File: src/rtl/fetch_pkg.sv
// Shared definitions for the instruction fetch stage: redirect encodings,
// instruction size and the width helper used for occupancy counters.
package fetch_pkg;

   typedef enum logic [1:0] {
      REDIR_NONE   = 2'd0,
      REDIR_BRANCH = 2'd1,
      REDIR_JUMP   = 2'd2,
      REDIR_REG    = 2'd3
   } redir_kind_e;

   // Every fetch advances the PC by one instruction word.
   localparam int INST_BYTES = 4;

   // A counter that must hold 0..depth inclusive needs one bit more than
   // the pointer width.
   function automatic int countWidth(input int depth);
      return $clog2(depth) + 1;
   endfunction

endpackage

File: src/rtl/fetch_fifo.sv
// Small synchronous FIFO holding {pc, instruction} pairs between the
// instruction memory and decode. DEPTH must be a power of two so the
// read/write pointers wrap naturally.
module fetch_fifo
   import fetch_pkg::*;
#(
   parameter int WIDTH = 64,
   parameter int DEPTH = 4
) (
   input  logic                          clk,
   input  logic                          reset,
   input  logic                          flush,
   input  logic                          push,
   input  logic                          pop,
   input  logic [WIDTH-1:0]              din,
   output logic [WIDTH-1:0]              dout,
   output logic [countWidth(DEPTH)-1:0]  count,
   output logic                          full,
   output logic                          empty
);

   localparam int PW = $clog2(DEPTH);
   localparam int CW = countWidth(DEPTH);
   localparam logic [CW-1:0] FULL_COUNT = CW'(DEPTH);

   logic [WIDTH-1:0] r_mem [DEPTH];
   logic [PW-1:0]    r_rdPtr;
   logic [PW-1:0]    r_wrPtr;
   logic [CW-1:0]    r_count;
   logic             w_push;
   logic             w_pop;

   // A flush wins over any push or pop in the same cycle, and requests
   // that would overflow or underflow are ignored.
   assign w_push = push & ~full & ~flush & ~reset;
   assign w_pop  = pop & ~empty & ~flush & ~reset;

   assign full  = (r_count == FULL_COUNT);
   assign empty = (r_count == '0);
   assign count = r_count;
   assign dout  = r_mem[r_rdPtr];

   // Pointer and occupancy bookkeeping; reset and flush both empty the queue.
   always_ff @(posedge clk) begin
      if (reset || flush) begin
         r_rdPtr <= '0;
         r_wrPtr <= '0;
         r_count <= '0;
      end else begin
         if (w_push) begin
            r_wrPtr <= r_wrPtr + PW'(1);
         end
         if (w_pop) begin
            r_rdPtr <= r_rdPtr + PW'(1);
         end
         if (w_push && !w_pop) begin
            r_count <= r_count + CW'(1);
         end else if (!w_push && w_pop) begin
            r_count <= r_count - CW'(1);
         end
      end
   end

   // Entry storage carries no reset; only slots behind the pointers are read.
   always_ff @(posedge clk) begin
      if (w_push) begin
         r_mem[r_wrPtr] <= din;
      end
   end

endmodule

File: src/rtl/fetch_queue_unit.sv
// Instruction fetch stage: owns the PC, issues one sequential request per
// cycle to a single-cycle-latency instruction memory, buffers returned words
// with their PCs in a prefetch queue, and handles control-flow redirects.
// An epoch bit tags each outstanding request so responses belonging to a
// path abandoned by a redirect are discarded. ADDR_W must be at least 27
// so both signed offsets sign-extend into the PC width.
module fetch_queue_unit
   import fetch_pkg::*;
#(
   parameter int                ADDR_W   = 32,
   parameter int                INST_W   = 32,
   parameter int                QDEPTH   = 4,
   parameter logic [ADDR_W-1:0] RESET_PC = '0
) (
   input  logic                           clk,
   input  logic                           reset,
   input  logic                           pc_enable,
   output logic                           imem_req_valid,
   output logic [ADDR_W-1:0]              imem_req_addr,
   input  logic                           imem_resp_valid,
   input  logic [INST_W-1:0]              imem_resp_data,
   input  logic [1:0]                     redir_kind,
   input  logic [ADDR_W-1:0]              redir_base_pc,
   input  logic [15:0]                    redir_imm16,
   input  logic [25:0]                    redir_imm26,
   input  logic [ADDR_W-1:0]              redir_reg,
   output logic                           out_valid,
   input  logic                           out_ready,
   output logic [INST_W-1:0]              out_inst,
   output logic [ADDR_W-1:0]              out_pc,
   output logic [countWidth(QDEPTH)-1:0]  q_count
);

   localparam int CW = countWidth(QDEPTH);
   localparam int EW = ADDR_W + INST_W;
   localparam logic [CW:0] CREDIT_LIMIT = (CW+1)'(QDEPTH);

   logic [ADDR_W-1:0] r_pc;
   logic [ADDR_W-1:0] r_inflightPc;
   logic              r_epoch;
   logic              r_inflight;
   logic              r_inflightEpoch;

   redir_kind_e       w_kind;
   logic              w_redirect;
   logic [ADDR_W-1:0] w_target;
   logic [CW:0]       w_committed;
   logic              w_accept;
   logic              w_pop;
   logic [EW-1:0]     w_fifoDin;
   logic [EW-1:0]     w_fifoDout;
   logic [CW-1:0]     w_count;
   logic              w_fifoFull;
   logic              w_fifoEmpty;

   assign w_kind     = redir_kind_e'(redir_kind);
   assign w_redirect = (w_kind != REDIR_NONE);

   // Redirect target: offsets are signed byte offsets added to the PC of
   // the redirecting instruction; the sum simply wraps at ADDR_W bits.
   always_comb begin
      w_target = r_pc;
      case (w_kind)
         REDIR_BRANCH: w_target = redir_base_pc + {{(ADDR_W-16){redir_imm16[15]}}, redir_imm16};
         REDIR_JUMP:   w_target = redir_base_pc + {{(ADDR_W-26){redir_imm26[25]}}, redir_imm26};
         REDIR_REG:    w_target = redir_reg;
         default:      w_target = r_pc;
      endcase
   end

   // Queue slots already spoken for: stored entries plus the one response
   // that may still be on its way back. Issuing only below QDEPTH means a
   // returning response always finds room.
   assign w_committed    = {1'b0, w_count} + {{CW{1'b0}}, r_inflight};
   assign imem_req_valid = pc_enable & ~reset & ~w_redirect & (w_committed < CREDIT_LIMIT);
   assign imem_req_addr  = r_pc;

   // A response is kept only if it belongs to the current path.
   assign w_accept  = imem_resp_valid & r_inflight & (r_inflightEpoch == r_epoch)
                      & ~w_redirect & ~reset & ~w_fifoFull;
   assign w_pop     = out_valid & out_ready & ~w_redirect & ~reset;
   assign w_fifoDin = {r_inflightPc, imem_resp_data};

   // PC and epoch: reset beats redirect, which beats sequential advance.
   always_ff @(posedge clk) begin
      if (reset) begin
         r_pc    <= RESET_PC;
         r_epoch <= 1'b0;
      end else if (w_redirect) begin
         r_pc    <= w_target;
         r_epoch <= ~r_epoch;
      end else if (imem_req_valid) begin
         r_pc <= r_pc + ADDR_W'(INST_BYTES);
      end
   end

   // Remember the single outstanding request for exactly one cycle, along
   // with the PC it fetched and the epoch it was issued under.
   always_ff @(posedge clk) begin
      if (reset) begin
         r_inflight      <= 1'b0;
         r_inflightEpoch <= 1'b0;
         r_inflightPc    <= '0;
      end else begin
         r_inflight      <= imem_req_valid;
         r_inflightEpoch <= r_epoch;
         r_inflightPc    <= r_pc;
      end
   end

   fetch_fifo #(
      .WIDTH (EW),
      .DEPTH (QDEPTH)
   ) u_fifo (
      .clk   (clk),
      .reset (reset),
      .flush (w_redirect),
      .push  (w_accept),
      .pop   (w_pop),
      .din   (w_fifoDin),
      .dout  (w_fifoDout),
      .count (w_count),
      .full  (w_fifoFull),
      .empty (w_fifoEmpty)
   );

   assign out_valid = ~w_fifoEmpty;
   assign out_pc    = w_fifoDout[EW-1:INST_W];
   assign out_inst  = w_fifoDout[INST_W-1:0];
   assign q_count   = w_count;

endmodule

File: config.mk
export PLATFORM = sky130hd
export DESIGN_NAME = fetch_queue_unit
export DESIGN_NICKNAME = d
export VERILOG_FILES = /design/src/rtl/fetch_pkg.sv /design/src/rtl/fetch_fifo.sv /design/src/rtl/fetch_queue_unit.sv
export SDC_FILE = /design/constraint.sdc
export NUM_CORES = 1
export LEC_CHECK = 0
export CAP_MARGIN = 10
export CORE_UTILIZATION = 45
export DETAILED_ROUTE_END_ITERATION = 8
export PLACE_DENSITY = 0.73
export SYNTH_ARGS = -nofsm -noshare
export SYNTH_HDL_FRONTEND = slang
export SYNTH_SLANG_ARGS = --single-unit
File: constraint.sdc
create_clock -name clk -period 9.65 [get_ports clk]
set_input_delay 0.965 -clock clk [delete_from_list [all_inputs] [get_ports clk]]
set_output_delay 0.965 -clock clk [all_outputs]
set_load 0.02 [all_outputs]
==> results.py <==
metrics = {
    "worst_setup_path": {
        "cp_top_family": "buffers and inverters",
        "crit_chain": "clkdlybuf4s50_1, inv_1, ha_2, buf_4, nor2b_4, nand4b_4, clkinv_1, clkdlybuf4s50_1",
        "critPathBufInv": 5,
        "timing.rr.start": "r_epoch",
        "path_max_fanout": 54,
        "crit_top_cell": "clkdlybuf4s50_1",
        "reg2reg_depth": 9,
        "end_kind": "primary output",
        "critPathLaunchType": "input pin",
        "cpPeakStageDelay_ps": 690,
        "r2r_slack_ps": 7020,
        "required_ps": 8690,
        "cp.arrival_ps": 3750,
        "cp_slowest_cell": "clkdlybuf4s50_1",
        "critPathKind": "input pin to primary output",
        "timing.rr.end": "u_fifo.count[2]",
    },
    "sta": {
        "max_slew_margin_pct": 32.3,
        "period_needed_ps": 4710,
        "clock.fmax_ghz": 0.212,
        "finalCritPeriodShare_pct": 48.8,
        "hold_viol_final": 0,
        "finalSetupViolCount": 0,
        "fin_tns_setup_ps": 0,
        "max_slew.worst_pin.slew_ps": 1020,
        "skew_ps": 15.4,
        "whs_ps": 461,
        "rsz0062_at_grt": "no",
        "finalMaxSlewViolations": 0,
    },
    "yosys": {
        "ys_top_cells_by_count": "edfxtp_1 (256), dfxtp_1 (76), mux4_2 (64), nand2_1 (64), nor2_1 (49)",
        "synth_edf_count": 256,
        "ys_ff_latch": 332,
        "ys.flop_type": "edfxtp_1",
        "yosys.area_share.adder_pct": 4.13,
        "synth.net_count": 1175,
        "synth_top_family_by_area": "multiplexers",
        "synth_compound_area_share_pct": 7.48,
        "yosys.area_share.xor_xnor_pct": 3.60,
        "ys_types": 67,
        "synth_mux_area_share_pct": 11.5,
        "yosysWarningCount": 0,
        "synthSimpleGateAreaFrac_pct": 8.63,
        "synth.largest_area_cell": "edfxtp_1",
        "yosys.area.top_type_share_pct": 52.6,
        "synth_area_leaders": "edfxtp_1 (53%), dfxtp_1 (10%), mux4_2 (9.9%), ha_1 (3.9%), xor2_1 (2.2%)",
        "yosysMostFrequentCell": "edfxtp_1",
        "async_reset_ff_share_pct": 0,
        "synth_area_mm2": 0.0146,
        "synth_cells": 983,
        "yosysSeqAreaShare_pct": 63.1,
        "syn_area_per_cell_um2": 14.9,
    },
    "die": {
        "die_h_um": 182,
        "core-area_mm2": 0.0317,
        "die_w_um": 182,
        "die-area_mm2": 0.0332,
        "io_pins": 246,
        "initial_core_util_pct": 46.0,
        "num_rows": 65,
    },
    "final_layout": {
        "area_delta_synth_final_pct": 26.6,
        "drive_gt1_share_pct": 12.8,
        "nets": 1411,
        "antenna_cells": 0,
        "n_fill_cell": 2495,
    },
    "clock_tree": {
        "clock_sinks": 332,
        "h-tree-depth": 1,
        "clk_pin_slew_worst_paths_ps": 60,
        "hold_buffers": 0,
        "clk_latency_ps": 550,
        "cts_root_buf": "clkbuf_16",
        "cts_buffers": 31,
        "cts_tree": "done",
        "cts_resized": 0,
        "clk_path_buf_depth": 3,
        "post-cts-setup-buffer-count": 0,
    },
    "route": {
        "antenna_left": 0,
        "num_vias": 8868,
        "drc_errors": 0,
        "wl_per_cell_um": 19.5,
        "via_per_inst": 5.40,
        "dr.pass1.iters": 5,
        "dr.first_iter.drc_count": 403,
        "wl_um": 32000,
    },
    "global_route": {
        "antenna_found_initial": 0,
        "grt_usage_pct": 19.2,
        "grt_first_pass_wirelength_um": 50000,
        "grt_start_max_net_pins": 65,
        "overflow": 0,
        "grt_pass1_vias": 9209,
    },
    "flow_run": {
        "cap_violations": 0,
    },
    "min_path": {
        "hold_path.class": "register to register",
        "hp-start": "r_inflightPc[15]",
        "worstHoldEndpoint": "u_fifo.r_mem[1][47]",
        "hold_depth": 0,
    },
    "power_and_ir_drop": {
        "finalPower_mw": 3.25,
        "p_leak_nw": 6.36,
        "vdd_drop_max_v": 0.000104,
        "pwr_density_cell_mw_per_mm2": 176,
    },
    "place": {
        "io_buffer_count": 245,
        "place_congestion": 0.885,
        "post-dp-hpwl_um": 21700,
    },
    "outcome": {
        "outcome": "completed",
    },
}
==> through the flow <==
stage          area, um^2  instances  utilization, %  setup WS (ps)
6_report            18500       1642            58.3           4940
5_1_grt             18500       1642            58.3           4780
4_1_cts             18500       1642            58.3           4910
3_5_place_dp        17400       1588            54.9           4760
3_3_place_gp        17400       1588            54.9           4790
2_1_floorplan       14600        983               -           5400
==> sequential cells by signal (all words and copies together), names as in the netlist, named ones only <==
name / flops
u_fifo.r_mem: 256
u_fifo.r_wrPtr: 2
r_inflightEpoch: 1
u_fifo.count: 3
r_inflight: 1
imem_req_addr: 32
r_inflightPc: 32
u_fifo.r_rdPtr: 2
r_epoch: 1
==> power breakdown <==
part           leakage [nW]  switching, mW  internal [mW]  total, mW
clock                 0.516          0.489          0.771       1.26
sequential             2.97         0.0415           1.57       1.61
combinational          2.87          0.187          0.188      0.374
total                  6.36          0.717           2.53       3.25
==> logic make-up (layout without fill, tap and decap cells) <==
group / count (synthesis) / count (layout)
DFF: 332 / 332
and+or+nand+nor: 241 / 241
AOI/OAI and AO/OA: 158 / 158
muxes: 85 / 85
xor gates and xnor gates: 60 / 60
buffers and inverters: 60 / 317
adders and majority gates: 47 / 47
==> worst max-delay path by stage <==
stage	start	to	cells past startpoint
floorplan	redir_kind[0]	imem_req_addr[28]	15
global placement	redir_kind[0]	imem_req_addr[31]	14
global route	redir_kind[0]	imem_req_valid	8
finish	redir_kind[0]	imem_req_valid	8
detailed placement	redir_kind[0]	imem_req_addr[31]	14
CTS	redir_kind[0]	imem_req_valid	8
==> cell type report <==
class	count	area (um^2)	share of cell area, %
Clock buffer	41	845	4.57
Clock inverter	13	220	1.19
Inverter	14	52.6	0.284
Multi-Input combinational cell	591	5170	28.0
Sequential cell	332	9220	49.9
Tap cell	402	503	2.72
Timing Repair Buffer	249	2480	13.4
==> layout by cell type, fill, tap and decap left out, types with 19 or more instances in the layout <==
| cell type | synthesis | layout |
|---|---|---|
| edfxtp_1 | 256 | 256 |
| clkdlybuf4s50_1 | 0 | 244 |
| dfxtp_1 | 76 | 74 |
| nand2_1 | 64 | 64 |
| mux4_2 | 64 | 64 |
| nor2_1 | 49 | 49 |
| ha_1 | 45 | 44 |
| a21oi_1 | 43 | 43 |
| nor2b_1 | 38 | 38 |
| xor2_1 | 37 | 37 |
| clkbuf_16 | 0 | 32 |
| a211oi_1 | 30 | 30 |
| xnor2_1 | 23 | 23 |
| a21o_1 | 20 | 20 |
| nand3_1 | 19 | 19 |
==> layer usage <==
metal | vias up | GRT usage, % | part of all wire, %
met5 | - | 0 | 0
met4 | 0 | 3.39 | 1.3
met3 | 35 | 4.17 | 7.0
met2 | 270 | 33.4 | 49
met1 | 4331 | 25.1 | 43
li1 | 4232 | - | -
No activity file was read; power rests on OpenSTA's default activity.
